--- src/rtl/rvfi_compare.sv ---
// Pairs DUT and reference-model RVFI retirements through two in-order FIFOs
// and reports per-pair field mismatches, match/mismatch counts, drops and stalls.
module rvfi_compare #(
  parameter int unsigned XLEN    = 32,
  parameter int unsigned DEPTH   = 8,
  parameter int unsigned TIMEOUT = 1024
) (
  input  logic            clk,
  input  logic            reset_n,
  input  logic            dut_valid,
  input  logic [63:0]     dut_order,
  input  logic [31:0]     dut_insn,
  input  logic [XLEN-1:0] dut_pc,
  input  logic [4:0]      dut_rd_addr,
  input  logic [XLEN-1:0] dut_rd_wdata,
  input  logic            dut_trap,
  input  logic            dut_intr,
  input  logic            ref_valid,
  input  logic [63:0]     ref_order,
  input  logic [31:0]     ref_insn,
  input  logic [XLEN-1:0] ref_pc,
  input  logic [4:0]      ref_rd_addr,
  input  logic [XLEN-1:0] ref_rd_wdata,
  input  logic            ref_trap,
  input  logic            ref_intr,
  output logic            cmp_valid,
  output logic            cmp_mismatch,
  output logic [6:0]      cmp_field_mask,
  output logic [63:0]     cmp_order,
  output logic [31:0]     match_cnt,
  output logic [31:0]     mismatch_cnt,
  output logic            dut_overflow,
  output logic            ref_overflow,
  output logic            timeout_err
);

  localparam int unsigned AW = $clog2(DEPTH);

  typedef struct packed {
    logic [63:0]     order;
    logic [31:0]     insn;
    logic [XLEN-1:0] pc;
    logic [4:0]      rd_addr;
    logic [XLEN-1:0] rd_wdata;
    logic            trap;
    logic            intr;
  } entry_t;

  entry_t      dut_mem [DEPTH];
  entry_t      ref_mem [DEPTH];
  logic [AW:0] dut_wp, dut_rp, ref_wp, ref_rp;
  logic        dut_empty, dut_full, ref_empty, ref_full;
  logic        pop, dut_push, ref_push;
  entry_t      dut_in, ref_in, dut_head, ref_head;
  logic [6:0]  mask_d;
  logic [31:0] tmo_cnt;

  assign dut_in = '{dut_order, dut_insn, dut_pc, dut_rd_addr, dut_rd_wdata, dut_trap, dut_intr};
  assign ref_in = '{ref_order, ref_insn, ref_pc, ref_rd_addr, ref_rd_wdata, ref_trap, ref_intr};

  assign dut_empty = (dut_wp == dut_rp);
  assign ref_empty = (ref_wp == ref_rp);
  assign dut_full  = (dut_wp[AW] != dut_rp[AW]) && (dut_wp[AW-1:0] == dut_rp[AW-1:0]);
  assign ref_full  = (ref_wp[AW] != ref_rp[AW]) && (ref_wp[AW-1:0] == ref_rp[AW-1:0]);

  assign pop      = !dut_empty && !ref_empty;
  // A full FIFO still accepts a push when its head leaves in the same cycle.
  assign dut_push = dut_valid && (!dut_full || pop);
  assign ref_push = ref_valid && (!ref_full || pop);

  assign dut_head = dut_mem[dut_rp[AW-1:0]];
  assign ref_head = ref_mem[ref_rp[AW-1:0]];

  always_ff @(posedge clk) begin
    if (dut_push) dut_mem[dut_wp[AW-1:0]] <= dut_in;
    if (ref_push) ref_mem[ref_wp[AW-1:0]] <= ref_in;
  end

  always_ff @(posedge clk or negedge reset_n) begin
    if (!reset_n) begin
      dut_wp       <= '0;
      dut_rp       <= '0;
      ref_wp       <= '0;
      ref_rp       <= '0;
      dut_overflow <= 1'b0;
      ref_overflow <= 1'b0;
    end else begin
      if (dut_push) dut_wp <= dut_wp + 1'b1;
      if (ref_push) ref_wp <= ref_wp + 1'b1;
      if (pop) begin
        dut_rp <= dut_rp + 1'b1;
        ref_rp <= ref_rp + 1'b1;
      end
      if (dut_valid && !dut_push) dut_overflow <= 1'b1;
      if (ref_valid && !ref_push) ref_overflow <= 1'b1;
    end
  end

  always_comb begin
    mask_d    = '0;
    mask_d[0] = dut_head.order   != ref_head.order;
    mask_d[1] = dut_head.insn    != ref_head.insn;
    mask_d[2] = dut_head.pc      != ref_head.pc;
    mask_d[3] = dut_head.rd_addr != ref_head.rd_addr;
    // Writes to x0 carry no architectural data, so their wdata is ignored.
    mask_d[4] = (dut_head.rd_addr != 5'd0) && (dut_head.rd_wdata != ref_head.rd_wdata);
    mask_d[5] = dut_head.trap    != ref_head.trap;
    mask_d[6] = dut_head.intr    != ref_head.intr;
  end

  always_ff @(posedge clk or negedge reset_n) begin
    if (!reset_n) begin
      cmp_valid      <= 1'b0;
      cmp_mismatch   <= 1'b0;
      cmp_field_mask <= '0;
      cmp_order      <= '0;
    end else begin
      cmp_valid <= pop;
      if (pop) begin
        cmp_mismatch   <= |mask_d;
        cmp_field_mask <= mask_d;
        cmp_order      <= dut_head.order;
      end
    end
  end

  always_ff @(posedge clk or negedge reset_n) begin
    if (!reset_n) begin
      match_cnt    <= '0;
      mismatch_cnt <= '0;
    end else if (cmp_valid) begin
      if (!cmp_mismatch) begin
        if (match_cnt != '1) match_cnt <= match_cnt + 32'd1;
      end else begin
        if (mismatch_cnt != '1) mismatch_cnt <= mismatch_cnt + 32'd1;
      end
    end
  end

  // The error flag rises on the same edge the counter reaches TIMEOUT.
  always_ff @(posedge clk or negedge reset_n) begin
    if (!reset_n) begin
      tmo_cnt     <= '0;
      timeout_err <= 1'b0;
    end else if ((dut_empty && ref_empty) || pop) begin
      tmo_cnt <= '0;
    end else if (TIMEOUT == 0) begin
      if (tmo_cnt != '1) tmo_cnt <= tmo_cnt + 32'd1;
    end else if (tmo_cnt != TIMEOUT) begin
      tmo_cnt <= tmo_cnt + 32'd1;
      if (tmo_cnt + 32'd1 == TIMEOUT) timeout_err <= 1'b1;
    end
  end

endmodule
--- config.mk ---
export PLATFORM = sky130hd
export DESIGN_NAME = rvfi_compare
export DESIGN_NICKNAME = d
export VERILOG_FILES = /design/src/rtl/rvfi_compare.sv
export SDC_FILE = /design/constraint.sdc
export NUM_CORES = 2
export LEC_CHECK = 0
export BUFFER_PORTS_ARGS = -buffer_cell sky130_fd_sc_hd__buf_4
export CORE_ASPECT_RATIO = 0.8
export CORE_UTILIZATION = 35
export CTS_BUF_LIST = sky130_fd_sc_hd__clkbuf_4
export DETAILED_ROUTE_END_ITERATION = 6
export HOLD_SLACK_MARGIN = 0.06
export REMOVE_ABC_BUFFERS = 1
export SLEW_MARGIN = 20
export SYNTH_ARGS = -nofsm -noshare
export SYNTH_HDL_FRONTEND = slang
export SYNTH_SLANG_ARGS = --single-unit
--- constraint.sdc ---
create_clock -name clk -period 35.9 [get_ports clk]
set_input_delay 7.18 -clock clk [delete_from_list [all_inputs] [get_ports clk]]
set_output_delay 7.18 -clock clk [all_outputs]
set_load 0.05 [all_outputs]
# Word-level counts from Yosys, hierarchy flattened
# Memory sizes are Yosys's and may differ from the RTL's.
# Index checks and enable logic that the tools add are counted.
totals:
  register_bits: 188
  ram_bits: 2672
  output_inout_bits: 140
  memories: 2
classes:
  n_addsub: 7
  eq_ne: 17
  muxes: 6
  bitwise: 2
  reduce_logical: 24
memory_table:
  columns: ["memory", "depth", "word_bits", "read_ports", "rd_ports_with_merged_regs", "wr", "line_no", "rtl"]
  rows:
  - ["dut_mem", 8, 167, 1, 0, 1, "49", "entry_t dut_mem [DEPTH];"]
  - ["ref_mem", 8, 167, 1, 0, 1, "50", "entry_t ref_mem [DEPTH];"]
op_table:
  columns: ["op", "n"]
  rows:
  - ["$add 32x1->32 const B", 3]
  - ["$ne 32x32->1", 3]
  - ["$mux 32", 2]
  - ["$ne 32x32->1 const B", 2]
  - ["$ne 64x64->1", 1]
  - ["$eq 32x11->1 const B", 1]
  - ["$ne 32x11->1 const B", 1]
  - ["$add 4x1->4 const B", 4]
  - ["$logic_and 1x1->1", 9]
  - ["$reduce_and 3->1", 3]
  - ["$eq 4x4->1", 2]
  - ["$reduce_or 7->1", 1]
  - ["$eq 3x3->1", 2]
  - ["$logic_not 1->1", 6]
  - ["$ne 5x5->1", 1]
  - ["$reduce_bool 5->1", 1]
  - ["$mux 1", 4]
  - ["$ne 1x1->1", 4]
  - ["$logic_or 1x1->1", 3]
  - ["$not 1->1", 2]
  - ["$reduce_bool 2->1", 1]

# Logic depth before layout (Yosys ltp)
logic_depth:
  word_depth: 7
  mapped_depth: 14

# Worst setup path after synthesis
# Ideal clock, no wire load.
synth_path:
  path_type: "input to register"
  startpoint: "in ref_valid"
  endpoint: "mem ref_mem[0][0] (netlist bit), enable pin"
  setup_ns: 0.900
  arrival_time_ns: 18.852
  required_time_ns: 35.000
  setup_slack_ns: 16.148
  stages: 4
  cell_sequence: "and2_1 > clkbuf_1 > nand2b_1 > nor3_1"
synth_via:
  elab_chain_len: 3
synth_rtl:
  columns: ["item", "line_no", "rtl"]
  rows:
  - ["start, declared", "18", "input logic ref_valid,"]
  - ["$logic_and 1x1->1", "69", "assign ref_push = ref_valid && (!ref_full || pop);"]
  - ["$mux 1", "76", "if (ref_push) ref_mem[ref_wp[AW-1:0]] <= ref_in;"]
  - ["$mux 1 (implied by the code)", "76", null]
  - ["end, declared", "50", null]
# No other way between the ends.

# Worst setup path in the final report
layout_path:
  startpoint: "reg cmp_mismatch"
  endpoint: "out cmp_mismatch"
layout_rtl:
  columns: ["item", "line_no", "rtl"]
  rows:
  - ["start, declared", "27", "output logic cmp_mismatch,"]
  - ["start signal, assigned", "120", "cmp_mismatch <= |mask_d;"]
# No word-level cell between the ends.

==> results.toml <==
[route]
ant_nets = 0
drc_errors = 0
dr.pass1.iters = 7
initialDrtViolationCount = 4436
routedWlPerCell_um = 25.3
vias_per_cell = 5.04
routed_wl_um = 280000
vias = 55600

[place]
dp_hpwl_um = 168000
place.gp.congestion = 0.774
io_buffers = 477
postPlaceCellArea_mm2 = 0.119

[power]
clkPwrFrac = 0.258
p_seq_frac = 0.418
power-per-cell-area_mw_per_mm2 = 81.7
power_switching_uw = 3520
internal_power_uw = 6940
p_leak_uw = 0.0435
swShare = 0.337
peakVddDrop_mv = 0.0848
comb_power_share = 0.324

[timing]
finalSetupViolCount = 0
period_needed_ns = 9.58
post-route-period-util = 0.267
hold_viol = 0
slew_viol_final = 0
relSlewSlack = 0.186
skew_ns = 0.157
rsz0062_at_grt = "no"
tightest_slew_ns = 1.22
max_freq_mhz = 104
tns_ns = 0

[yosys]
synth_cell_types = 59
yosysWarnings = 0
yosys-top-cells-area = "edfxtp_1, mux4_2, mux2i_1"
synth-edff-count = 2672
synth_top_area_frac = 0.725
post-synth-top-count-cell = "edfxtp_1"
syn-instance-count = 5291
ys.flop_type = "edfxtp_1"
syn_area_per_cell_um2 = 20.9
yosysSeqAreaShare = 0.767
synth_top_cell_by_area = "edfxtp_1"
synth_async_sr_flop_share = 0.0657
synth_common_cells = "edfxtp_1, mux2i_1, mux4_2"
syn_area_mm2 = 0.111
synth-seq-cells = 2860

[critical_path]
cpLargestDelayFamily = "flip-flops"
critPathBufInv = 1
r2r_slack_ns = 28.92
path_cells = "buf_4"
cp_slowest_cell = "dfrtp_1"
worstRegToRegCells = 12
path_class = "flip-flop to output pin"
max_stage_delay_ns = 0.68
start_kind = "flip-flop"
crit_arrival_ns = 2.40
crit_fanout = 4
cp.required_ns = 28.72
rr_endpoint = "ref_mem[1][100]"
worstReg2RegStart = "dut_rp[2]"
crit_path_end_kind = "output pin"

[die]
boundaryPins = 478
start_util = 0.352
rows = 184
core_mm2 = 0.314
die_y_um = 505
die_area_mm2 = 0.319
die_w_um = 631

[clock_network]
insertion_delay_ns = 1.52
cts_setup_buffers = 0
cts_tree = "yes"
hold_buffers = 0
clk_pin_slew_ns = 0.06
ctsResizeCount = 0
cts_root_buf = "clkbuf_4"
cts_buffer_depth = 4
cts_sinks = 2860
numCtsBuffers = 704
htreeDepth = 6

[job]
cap_violations = 0

[global_route]
grt_pass1_vias = 56700
grt_pass1_wl_um = 399000
grt_overflow = 0
grt_use_total = 0.172
grt_antenna_before_repair = 133
grt_max_degree = 125

[status]
outcome = "finished clean"

[cells_and_area]
fin_util = 0.407
drive_above_1_share = 0.324
area_delta_synth_final_pct = 15.6
stdcell_area_mm2 = 0.128
fin_nets = 6672

[min_path]
holdCritPathClass = "flip-flop to flip-flop"
min_from = "ref_overflow"
min_to = "ref_overflow"
hold_depth = 1
[area by class of cell]
type / count / area [um2]
Fill cell: 28200 / 186000
Sequential cell: 2860 / 85000
Multi-Input combinational cell: 2158 / 24200
Clock buffer: 1017 / 7630
Tap cell: 4185 / 5240
Timing Repair Buffer: 584 / 4580
Clock inverter: 186 / 1260
Inverter: 17 / 72.6
Antenna cell: 27 / 67.6
[through the flow]
stage | hold slack [ns] | total power [uW] | worst slack [ns] | instances
2_1_floorplan | 0.462 | 7550 | 5.27 | 5035
3_3_place_gp | 0.449 | 7880 | 24.95 | 9803
3_5_place_dp | 0.471 | 7920 | 25.02 | 9803
4_1_cts | 0.488 | 10600 | 26.08 | 11000
5_1_grt | 0.496 | 11000 | 26.19 | 11000
6_report | 0.478 | 10500 | 26.32 | 11000
[logic make-up (layout without fill, tap and decap cells)]
kind of cell             Yosys count  count (layout)  synth area share
XOR/XNOR                         271             271            0.0214
buffers and inverters            273            1804            0.0157
multiplexers                    1042            1042             0.151
AO/OA/AOI/OAI                    346             346            0.0223
adder cells (fa/ha/maj)            9               9           0.00102
other                              0              27                 0
flip-flops                      2860            2860             0.767
AND/OR/NAND/NOR                  490             490            0.0217
[layer usage]
| layer | routed length (um) | global-route usage |
|---|---|---|
| met1 | 117000 | 0.224 |
| met2 | 133000 | 0.277 |
| met3 | 22900 | 0.0563 |
| met4 | 5970 | 0.0456 |
| met5 | 813 | 0 |
[registers in the layout (all words and copies together), names as in the netlist, 7 cells and up]
signal	count
cmp_field_mask	7
tmo_cnt	32
dut_mem	1336
mismatch_cnt	32
ref_mem	1336
match_cnt	32
cmp_order	64
[placed cells by master (no fill, tap or decap), types with 11 or more instances in the layout]
| cell type | synthesis | routed |
|---|---|---|
| a21oi_1 | 40 | 40 |
| a221oi_1 | 84 | 84 |
| a22oi_1 | 89 | 89 |
| and2_1 | 15 | 14 |
| and3_1 | 15 | 15 |
| buf_12 | 9 | 15 |
| buf_4 | 37 | 567 |
| bufinv_16 | 0 | 15 |
| clkbuf_4 | 0 | 1017 |
| clkinv_1 | 0 | 119 |
| clkinv_2 | 0 | 13 |
| dfrtp_1 | 188 | 182 |
| diode_2 | 0 | 27 |
| edfxtp_1 | 2672 | 2672 |
| inv_1 | 15 | 14 |
| inv_2 | 2 | 11 |
| inv_6 | 0 | 13 |
| mux2_2 | 37 | 37 |
| mux2i_1 | 517 | 517 |
| mux4_1 | 31 | 31 |
| mux4_2 | 457 | 457 |
| nand2_1 | 54 | 54 |
| nand3_1 | 46 | 46 |
| nand4_1 | 33 | 33 |
| nor2_1 | 201 | 185 |
| nor2_4 | 0 | 15 |
| nor3_1 | 30 | 26 |
| nor4_1 | 44 | 43 |
| o21a_1 | 35 | 35 |
| o21ai_0 | 67 | 67 |
| xnor2_1 | 191 | 191 |
| xor2_1 | 80 | 80 |
[worst max-delay path by stage]
stage | endpoint | start | cells past startpoint | slack [ns]
final | cmp_mismatch | cmp_mismatch | 1 | 26.32
after global routing | cmp_mismatch | cmp_mismatch | 1 | 26.19
after CTS | cmp_mismatch | cmp_mismatch | 1 | 26.08
after detailed placement | ref_mem[6][98] | ref_valid | 6 | 25.02
after global placement | ref_mem[6][98] | ref_valid | 6 | 24.95
after floorplan | ref_mem[0][0] | ref_rp[0] | 8 | 5.27
[power by group through the flow]
stage	Combinational [uW]	Clock (uW)	Sequential [uW]
floorplan	2610	0	4940
global placement	3450	0	4420
detailed placement	3470	0	4450
CTS	3480	2790	4380
global route	3620	2950	4410
finish	3390	2700	4370
(Power assumes the default switching activity.)
